## src/rtl/dmem_pkg.sv

```systemverilog
// Shared encodings for the data-memory initiator: access sizes, FSM states
// and the alignment rule applied to every incoming request.
package dmem_pkg;

    typedef enum logic [1:0] {
        SZ_BYTE = 2'b00,
        SZ_HALF = 2'b01,
        SZ_WORD = 2'b10,
        SZ_ILL  = 2'b11
    } size_e;

    typedef enum logic [1:0] {
        ST_IDLE  = 2'b00,
        ST_READ  = 2'b01,
        ST_WRITE = 2'b10,
        ST_RESP  = 2'b11
    } state_e;

    // True when the request cannot be issued: illegal size or misaligned address.
    function automatic logic is_bad_access(input size_e sz, input logic [1:0] lo);
        logic bad;
        case (sz)
            SZ_BYTE: bad = 1'b0;
            SZ_HALF: bad = lo[0];
            SZ_WORD: bad = (lo != 2'b00);
            default: bad = 1'b1;
        endcase
        return bad;
    endfunction

endpackage

```

## src/rtl/dmem_lane_merge.sv

```systemverilog
// Little-endian byte-lane handling: extracts and extends load data from a
// memory word, and merges sub-word store data into a previously read word.
module dmem_lane_merge
    import dmem_pkg::*;
#(
    parameter int unsigned WordSize = 32
) (
    input  logic [WordSize-1:0] mem_word,
    input  logic [WordSize-1:0] wdata,
    input  logic [1:0]          addr_lo,
    input  size_e               size,
    input  logic                sext,
    output logic [WordSize-1:0] load_data,
    output logic [WordSize-1:0] merged_word
);

    logic [4:0]  byte_sh;
    logic [4:0]  half_sh;
    logic [7:0]  byte_v;
    logic [15:0] half_v;

    // Lane select by shift; half lanes use addr[1] only.
    always_comb begin
        byte_sh     = {addr_lo, 3'b000};
        half_sh     = {addr_lo[1], 4'b0000};
        byte_v      = 8'(mem_word >> byte_sh);
        half_v      = 16'(mem_word >> half_sh);
        load_data   = '0;
        merged_word = mem_word;
        case (size)
            SZ_BYTE: begin
                load_data   = {{(WordSize-8){sext & byte_v[7]}}, byte_v};
                merged_word = (mem_word & ~(WordSize'(8'hFF) << byte_sh))
                            | (WordSize'(wdata[7:0]) << byte_sh);
            end
            SZ_HALF: begin
                load_data   = {{(WordSize-16){sext & half_v[15]}}, half_v};
                merged_word = (mem_word & ~(WordSize'(16'hFFFF) << half_sh))
                            | (WordSize'(wdata[15:0]) << half_sh);
            end
            SZ_WORD: begin
                load_data   = mem_word;
                merged_word = wdata;
            end
            default: begin
                load_data   = '0;
                merged_word = mem_word;
            end
        endcase
    end

endmodule

```

## src/rtl/dmem_initiator.sv

```systemverilog
// Processor-side data-memory initiator: accepts one load/store at a time,
// performs read / read-modify-write / write cycles on a simple strobe
// interface and returns a single-cycle response.
module dmem_initiator
    import dmem_pkg::*;
#(
    parameter int unsigned WordSize    = 32,
    parameter int unsigned RD_WAIT_CYC = 1
) (
    input  logic                CLK,
    input  logic                RST_n,
    input  logic                req_valid,
    output logic                req_ready,
    input  logic                req_we,
    input  logic [1:0]          req_size,
    input  logic                req_sext,
    input  logic [WordSize-1:0] req_addr,
    input  logic [WordSize-1:0] req_wdata,
    output logic                rsp_valid,
    output logic [WordSize-1:0] rsp_rdata,
    output logic                rsp_err,
    output logic [WordSize-1:0] Mem_Addr,
    output logic                Mem_rd,
    output logic                Mem_wr,
    output logic [WordSize-1:0] Mem_DIN,
    input  logic [WordSize-1:0] Mem_DOUT
);

    state_e              state_q, state_d;
    logic                we_q, we_d;
    size_e               size_q, size_d;
    logic                sext_q, sext_d;
    logic [WordSize-1:0] addr_q, addr_d;
    logic [WordSize-1:0] wdata_q, wdata_d;
    logic [WordSize-1:0] din_q, din_d;
    logic [31:0]         cnt_q, cnt_d;
    logic [WordSize-1:0] rsp_rdata_q, rsp_rdata_d;
    logic                rsp_err_q, rsp_err_d;

    logic [WordSize-1:0] load_data;
    logic [WordSize-1:0] merged_word;

    dmem_lane_merge #(
        .WordSize(WordSize)
    ) u_lane_merge (
        .mem_word   (Mem_DOUT),
        .wdata      (wdata_q),
        .addr_lo    (addr_q[1:0]),
        .size       (size_q),
        .sext       (sext_q),
        .load_data  (load_data),
        .merged_word(merged_word)
    );

    // Next-state and datapath updates; response registers change only on entry to RESP.
    always_comb begin
        state_d     = state_q;
        we_d        = we_q;
        size_d      = size_q;
        sext_d      = sext_q;
        addr_d      = addr_q;
        wdata_d     = wdata_q;
        din_d       = din_q;
        cnt_d       = cnt_q;
        rsp_rdata_d = rsp_rdata_q;
        rsp_err_d   = rsp_err_q;
        case (state_q)
            ST_IDLE: begin
                if (req_valid) begin
                    we_d    = req_we;
                    size_d  = size_e'(req_size);
                    sext_d  = req_sext;
                    addr_d  = req_addr;
                    wdata_d = req_wdata;
                    cnt_d   = '0;
                    if (is_bad_access(size_e'(req_size), req_addr[1:0])) begin
                        rsp_rdata_d = '0;
                        rsp_err_d   = 1'b1;
                        state_d     = ST_RESP;
                    end else if (req_we && (size_e'(req_size) == SZ_WORD)) begin
                        din_d   = req_wdata;
                        state_d = ST_WRITE;
                    end else begin
                        state_d = ST_READ;
                    end
                end
            end
            ST_READ: begin
                if (cnt_q == 32'(RD_WAIT_CYC - 1)) begin
                    if (we_q) begin
                        din_d   = merged_word;
                        state_d = ST_WRITE;
                    end else begin
                        rsp_rdata_d = load_data;
                        rsp_err_d   = 1'b0;
                        state_d     = ST_RESP;
                    end
                end else begin
                    cnt_d = cnt_q + 32'd1;
                end
            end
            ST_WRITE: begin
                rsp_rdata_d = '0;
                rsp_err_d   = 1'b0;
                state_d     = ST_RESP;
            end
            default: begin
                state_d = ST_IDLE;
            end
        endcase
    end

    // State and request registers; async reset drops strobes immediately.
    always_ff @(posedge CLK or negedge RST_n) begin
        if (!RST_n) begin
            state_q     <= ST_IDLE;
            we_q        <= 1'b0;
            size_q      <= SZ_BYTE;
            sext_q      <= 1'b0;
            addr_q      <= '0;
            wdata_q     <= '0;
            din_q       <= '0;
            cnt_q       <= '0;
            rsp_rdata_q <= '0;
            rsp_err_q   <= 1'b0;
        end else begin
            state_q     <= state_d;
            we_q        <= we_d;
            size_q      <= size_d;
            sext_q      <= sext_d;
            addr_q      <= addr_d;
            wdata_q     <= wdata_d;
            din_q       <= din_d;
            cnt_q       <= cnt_d;
            rsp_rdata_q <= rsp_rdata_d;
            rsp_err_q   <= rsp_err_d;
        end
    end

    // Outputs decoded from the state register.
    always_comb begin
        req_ready = (state_q == ST_IDLE);
        rsp_valid = (state_q == ST_RESP);
        Mem_rd    = (state_q == ST_READ);
        Mem_wr    = (state_q == ST_WRITE);
        Mem_DIN   = (state_q == ST_WRITE) ? din_q : '0;
        Mem_Addr  = {addr_q[WordSize-1:2], 2'b00};
        rsp_rdata = rsp_rdata_q;
        rsp_err   = rsp_err_q;
    end

endmodule

```

## config.mk

```make
export PLATFORM = sky130hd
export DESIGN_NAME = dmem_initiator
export DESIGN_NICKNAME = d
export VERILOG_FILES = /design/src/rtl/dmem_pkg.sv /design/src/rtl/dmem_lane_merge.sv /design/src/rtl/dmem_initiator.sv
export SDC_FILE = /design/constraint.sdc
export NUM_CORES = 1
export LEC_CHECK = 0
export ABC_CLOCK_PERIOD_IN_PS = 2300
export BUFFER_PORTS_ARGS = -buffer_cell sky130_fd_sc_hd__buf_2
export CORE_UTILIZATION = 55
export CTS_BUF_LIST = sky130_fd_sc_hd__clkbuf_16
export CTS_CLUSTER_SIZE = 10
export DETAILED_ROUTE_END_ITERATION = 7
export PLACE_DENSITY = 0.8
export REMOVE_ABC_BUFFERS = 1
export SLEW_MARGIN = 20
export SYNTH_ARGS = -nofsm -noshare
export SYNTH_HDL_FRONTEND = slang
export SYNTH_SLANG_ARGS = --single-unit
export TNS_END_PERCENT = 20
```

## constraint.sdc

```tcl
create_clock -name CLK -period 2.3 [get_ports CLK]
set_input_delay 0.46 -clock CLK [delete_from_list [all_inputs] [get_ports CLK]]
set_output_delay 0.46 -clock CLK [all_outputs]
set_load 0.02 [all_outputs]
```

==> impl_metrics.yaml, run 1 <==
worst_hold_path:
  hold_class: "input pin to register"
grt:
  grt_pass1_vias: 8009
  grt_max_degree: 51
  gr-total-overflow: 0
  grt_pass1_wl_um: 43330
  grt_antenna_before_repair: 1
  gr-usage-all-layers_pct: 31.09
sta:
  fmax_mhz: 448.3
  setup_viol: 0
  worstMarginPinSlew_ns: 0.8065
  fin_crit_sh_pct: 96.98
  fin_ws_ns: 0.06935
  whs_ns: 0.2460
  finClkSkew_ns: 0.01598
  final_max_slew_viol_count: 0
  slew_headroom_pct: 46.18
  period_minus_slack_ns: 2.231
  finalHoldViolations: 0
  rsz0062_at_grt: "false"
worst_setup_path:
  worstPathArrival_ns: 1.77
  max_stage_delay_ns: 0.42
  r2r_cells: 6
  r2r_end: "din_q[9]"
  crit_path_max_fanout: 34
  path_delay_family: "buffers and inverters"
  cp_num_buf_inv: 3
  r2r_start: "cnt_q[6]"
  crit_chain: "inv_1 -> ha_1 -> buf_6 -> and2_1 -> buf_2"
  path_class: "register to output port"
  slowest_stage: "dfrtp_1"
  required_ns: 1.84
  cp.depth: 5
  start_kind: "register"
  cp-startpoint: "state_q[0]"
  cp-endpoint: "Mem_DIN[19]"
  r2r_slack_ns: 0.13
  end_kind: "output port"
clock_network:
  post_cts_buffers: 0
  cts.sinks: 167
  htreeDepth: 4
  clk_pin_slew_ns: 0.07
  cts.root.buffer_cell: "clkbuf_16"
  cts_buffers: 17
  cts.path.max_buffers: 2
  cts_tree: "done"
  clk_latency_ns: 0.44
route:
  drc: 0
  avgViaCountPerCell: 6.217
  wl_per_cell_um: 20.63
  num_vias: 8250
  drt_iter0_markers: 783
  drt-pass1-iter-count: 7
  wirelength_um: 27380
  ant_nets: 0
place:
  place.gp.congestion: 0.9169
  place_ws_ns: 0.06099
  io_buffers: 201
  placed_cell_area_um2: 10860
  dpl.hpwl_um: 19530
power:
  vdd_drop_max_mv: 0.8705
  cellPowerDensity_nw_per_um2: 1424
  p_total_w: 0.01635
  p_leak_nw: 5.309
floorplan:
  ioPinCount: 204
  die_width_um: 134.6
  rows: 48
  fp.coreArea_um2: 17240
  die_area_um2: 18110
  start_util_pct: 56.09
  die_height_um: 134.6
cells_and_area:
  layout-drive-gt1-share_pct: 37.97
  final_common_cell: "buf_2"
  fill_cells: 1312
  design_area_um2: 11480
  areaGrowthSynthToFinish_pct: 18.79
  nets: 1197
  layout_common_cells: "200 x buf_2, 167 x dfrtp_1, 99 x mux2_2"
yosys:
  synth.area.top_cells: "dfrtp_1 43%, mux2_2 12%, mux2i_1 3.9%"
  synth_edf_count: 0
  ys_seq_area_share_pct: 43.23
  postSynthCellCount: 913
  synth_cell_types: 61
  synth_top_area_share_pct: 43.23
  synth-seq-cells: 167
  synthArstFlopShare_pct: 100.0
  yosys_warnings: 0
  synth.avg_cell_area_um2: 10.59
  yosysTopAreaCell: "dfrtp_1"
  syn_area_um2: 9668
  synthFlopType: "dfrtp_1"
outcome:
  status: "complete, no violations"
job:
  maxCapViolations: 0
[cells in the mapped netlist (9+ instances only)]
cell type,instances
or3_1,13
a211oi_1,9
a21oi_1,34
nor3_1,9
o21ai_0,56
nor2_1,36
and2_1,34
a22oi_1,16
a21oi_2,9
buf_2,19
a31oi_1,12
mux2i_1,38
o221ai_1,9
clkbuf_1,28
buf_1,10
mux2_2,99
o2bb2ai_1,32
buf_4,32
nand3_1,34
and3_1,10
mux2_1,18
nand4_1,10
nand2_1,49
dfrtp_1,167
inv_1,22
[routing by layer]
metal  GRT usage [%]  part of all wire, %  wire [um]  vias to the layer above
met2           50.12                   48      13260                      442
met1           41.21                   41      11180                     4029
met3           6.494                  7.9       2160                       68
met4           12.23                  2.9        784                        0
li1                -                    -          -                     3711
met5               0                    0          0                        -
[state kept, by name (all words and copies together) (netlist names)]
| register | flops |
|---|---|
| rsp_rdata | 32 |
| addr_q | 32 |
| state_q | 2 |
| din_q | 32 |
| cnt_q | 32 |
| size_q | 2 |
| we_q | 1 |
| sext_q | 1 |
| wdata_q | 32 |
| rsp_err | 1 |
[worst min-delay path by stage]
stage                            start    endpoint  slack [ns]  cells past startpoint
after floorplan                  RST_n   addr_q[0]        0.16                      0
after global placement           RST_n   cnt_q[15]        0.45                      1
after detailed placement         RST_n   cnt_q[10]        0.45                      1
after CTS                 req_addr[30]  addr_q[30]        0.24                      2
after global routing      req_addr[30]  addr_q[30]        0.23                      2
final                     req_addr[30]  addr_q[30]        0.25                      2
[cell type report]
cell class	instances	area (um2)	area share, %
Antenna cell	1	2.502	0.02179
Clock buffer	17	425.4	3.704
Clock inverter	15	168.9	1.471
Inverter	23	86.33	0.7517
Multi-Input combinational cell	629	4880	42.49
Sequential cell	167	4179	36.39
Tap cell	225	281.5	2.451
Timing Repair Buffer	250	1461	12.72
[worst register-to-register path, cell delays in order (launching register included)]
cell and delay [ns]:
dfrtp_1 0.45, nor4_1 0.45, nand4_2 0.18, nor3_2 0.18, o22a_2 0.25, buf_12 0.18, mux2_2 0.36
[per-stage QoR]
stage	setup TNS (ns)	cells	util (%)
5_1_grt	0	1327	66.63
6_report	0	1327	66.63
4_1_cts	0	1326	66.53
3_3_place_gp	0	1293	63.02
2_1_floorplan	-151.16	819	-
3_5_place_dp	0	1293	63.02
[what timing repair did]
item	in CTS	in global routing
setup endpoints to repair	0	68
hold buffers	1	0
resized for setup	0	4
endpoints found under the hold margin	44	0
[power breakdown]
part / switching (W) / internal (W) / total, W / leakage (nW)
logic: 0.00490 / 0.00363 / 0.00853 / 2.91
clock network: 0.00129 / 0.00163 / 0.00292 / 0.287
registers: 0.000842 / 0.00406 / 0.00491 / 2.11
total: 0.00703 / 0.00932 / 0.0164 / 5.31
[kinds of logic after synthesis]
group	after synthesis	synth area share [%]
AO/OA/AOI/OAI	233	17.02
AND/OR/NAND/NOR	225	12.98
flip-flops	167	43.23
multiplexers	163	19.43
buffers and inverters	118	6.535
adder cells (fa/ha/maj)	6	0.7765
other	1	0.03879
No activity file was read; power rests on OpenSTA's default activity.
==> run 2: changes to the inputs <==
--- a/config.mk
+++ b/config.mk
@@ -7,14 +7,15 @@
 export LEC_CHECK = 0
 export ABC_CLOCK_PERIOD_IN_PS = 2300
 export BUFFER_PORTS_ARGS = -buffer_cell sky130_fd_sc_hd__buf_2
-export CORE_UTILIZATION = 55
+export CORE_UTILIZATION = 56
 export CTS_BUF_LIST = sky130_fd_sc_hd__clkbuf_16
 export CTS_CLUSTER_SIZE = 10
 export DETAILED_ROUTE_END_ITERATION = 7
-export PLACE_DENSITY = 0.8
+export PLACE_DENSITY = 0.81
 export REMOVE_ABC_BUFFERS = 1
 export SLEW_MARGIN = 20
 export SYNTH_ARGS = -nofsm -noshare
 export SYNTH_HDL_FRONTEND = slang
+export SYNTH_HIERARCHICAL = 1
 export SYNTH_SLANG_ARGS = --single-unit
 export TNS_END_PERCENT = 20
==> impl_metrics.yaml, run 2 <==
cells_and_area:
  layout-drive-gt1-share_pct: 35.56
  multiInputGateArea_um2: 5120
  final_core_util_pct: 68.44
  seq_area_um2: 4183
  nets: 1291
  fill_cells: 1334
  finalNonFillerCells: 1424
  final_common_cell: "buf_2"
  areaGrowthSynthToFinish_pct: 18.56
  layout_common_cells: "200 x buf_2, 164 x dfrtp_1, 101 x mux2_2"
yosys:
  synthFlopType: "dfrtp_1"
  synth.avg_cell_area_um2: 9.960
  synth_compound_area_share_pct: 15.71
  synth_simple_gate_area_share_pct: 15.91
  synthXorXnorAreaFrac_pct: 0
  synth-seq-cells: 167
  synth.area.top_cells: "dfrtp_1 42%, mux2_2 11%, mux2i_1 6.3%"
  synthArstFlopShare_pct: 100.0
  synth_adder_area_share_pct: 0.7493
  synthTopCellsByCount: "167 x dfrtp_1, 101 x mux2_2, 98 x nand2_1"
  yosysTopAreaCell: "dfrtp_1"
  synthMuxAreaShare_pct: 18.02
  yosys_warnings: 6
  ys_seq_area_share_pct: 41.71
  postSynthCellCount: 1006
  synth_cell_types: 67
  yosysMostFrequentCell: "dfrtp_1"
  synth_top_area_share_pct: 41.71
  synth_top_family_by_area: "multiplexers"
  synth_edf_count: 0
  syn_area_um2: 10020
sta:
  tns_ns: 0
  fin_crit_sh_pct: 97.19
  worstMarginPinSlew_ns: 0.7294
  finalHoldViolations: 0
  final_max_slew_viol_count: 0
  slew_headroom_pct: 51.37
  rsz0062_at_grt: "true"
  setup_viol: 0
  fmax_mhz: 447.4
  finClkSkew_ns: 0.01506
  period_minus_slack_ns: 2.235
  fin_ws_ns: 0.06470
worst_setup_path:
  r2r_slack_ns: 0.06
  start_kind: "register"
  cp_num_buf_inv: 2
  slowest_stage: "dfrtp_2"
  max_stage_delay_ns: 0.43
  required_ns: 2.61
  crit_path_max_fanout: 17
  r2r_start: "cnt_q[0]"
  r2r_cells: 8
  path_class: "register to register"
  worstPathArrival_ns: 2.54
  end_kind: "register"
  crit_chain: "inv_1 -> ha_1 -> nor4b_4 -> nand4_1 -> o31ai_2 -> nand2_2 -> buf_8 -> a221o_1"
  path_delay_family: "compound AO/OA/AOI/OAI gates"
  r2r_end: "din_q[14]"
floorplan:
  die_height_um: 135.8
  die_area_um2: 18430
  ioPinCount: 204
  die_width_um: 135.8
  fp.coreArea_um2: 17360
  rows: 48
  start_util_pct: 57.73
place:
  place.gp.congestion: 0.8821
  placed_cells: 1386
  place_ws_ns: 0.05750
  dpl.hpwl_um: 19440
  io_buffers: 201
route:
  drc: 0
  drt-pass1-iter-count: 5
  drt_iter0_markers: 1042
  avgViaCountPerCell: 6.115
  num_vias: 8708
  ant_nets: 0
  wl_per_cell_um: 19.82
  wirelength_um: 28220
power:
  p_leak_nw: 5.682
  p_comb_share_pct: 55.0
  p_total_w: 0.01713
  vdd_drop_max_mv: 0.9895
  cellPowerDensity_nw_per_um2: 1442
  intPower_w: 0.009613
  pwr-share-seq_pct: 29.0
  switching_power_w: 0.007519
  p_clk_share_pct: 16.0
  swShare_pct: 43.89
job:
  maxCapViolations: 0
grt:
  use_met3_pct: 6.061
  grt_max_degree: 59
  gr-usage-all-layers_pct: 31.49
  grt_util_met1_pct: 41.28
  gr-total-overflow: 0
  grt_pass1_vias: 8281
  top_usage_layer: "met2"
  grt_pass1_wl_um: 44300
  grt_antenna_before_repair: 4
  met2_usage_pct: 50.45
outcome:
  status: "complete, no violations"
worst_hold_path:
  hold_class: "input pin to async pin"
clock_network:
  cts_hold_buffers: 0
  cts_buffers: 17
  cts.root.buffer_cell: "clkbuf_16"
  htreeDepth: 4
  cts.sinks: 167
  clk_latency_ns: 0.43
  cts.path.max_buffers: 2
  cts_tree: "done"
  clk_pin_slew_ns: 0.07
==> run 2: changes by cell type after synthesis, moves of 12 or more <==
cell	change
a21oi_1	+12
nand2_1	+49
mux2_1	-18
a221o_1	+24
nor2_1	-19
and2_1	+26
nand3_1	-12
a21boi_0	+12
mux2i_1	+25
o21ai_0	-27
o2bb2ai_1	-32
inv_1	+25
==> run 2: area by class of cell <==
type	count	area share (%)
Multi-Input combinational cell	691	43.10
Sequential cell	167	35.21
Timing Repair Buffer	257	13.05
Clock buffer	17	3.581
Tap cell	225	2.370
Inverter	48	1.517
Clock inverter	15	1.085
Antenna cell	4	0.08426
==> run 2: kinds of logic (layout without fill, tap and decap cells) <==
family / count (synthesis) / count (layout)
and+or+nand+nor: 299 / 299
muxes: 166 / 166
other: 1 / 6
adders and majority gates: 6 / 6
DFF: 167 / 167
AOI/OAI and AO/OA: 218 / 218
buffers and inverters: 149 / 337
==> run 2: worst max-delay path by stage <==
stage	cells after the start	to	from
after floorplan	6	din_q[1]	state_q[1]
after global placement	8	din_q[3]	cnt_q[0]
after detailed placement	8	din_q[27]	cnt_q[0]
after CTS	5	Mem_DIN[4]	state_q[0]
after global routing	8	din_q[10]	cnt_q[1]
final	8	din_q[14]	cnt_q[0]
==> run 2: power by group through the flow <==
stage          Clock [W]  Combinational, W  Sequential, W
3_5_place_dp           0           0.00909        0.00497
6_report         0.00275           0.00942        0.00496
4_1_cts          0.00277           0.00916        0.00493
3_3_place_gp           0           0.00887        0.00493
2_1_floorplan          0           0.00507        0.00553
5_1_grt          0.00290            0.0100        0.00510
==> run 2: per-stage QoR <==
| step | hold WS (ns) | cell area [um2] |
|---|---|---|
| floorplan | 0.1644 | 9415 |
| finish | 0.006732 | 11880 |
| global route | 0.04219 | 11880 |
| global placement | 0.4732 | 11220 |
| CTS | 0.03393 | 11790 |
| detailed placement | 0.4864 | 11220 |
==> run 2: routing by layer <==
metal,up-vias,part of all wire [%],wire length [um]
li1,3957,-,-
met2,419,48,13670
met1,4255,41,11650
met4,0,3.2,901
met3,77,7.1,1999
met5,-,0,0
==> run 2: what timing repair did <==
action / CTS / global route
endpoints found under the hold margin: 0 / 0
cloned: 0 / 0
gates resized for setup: 3 / 17
endpoints found under the setup margin: 1 / 108
pin swaps: 0 / 7
buffers inserted: 0 / 2
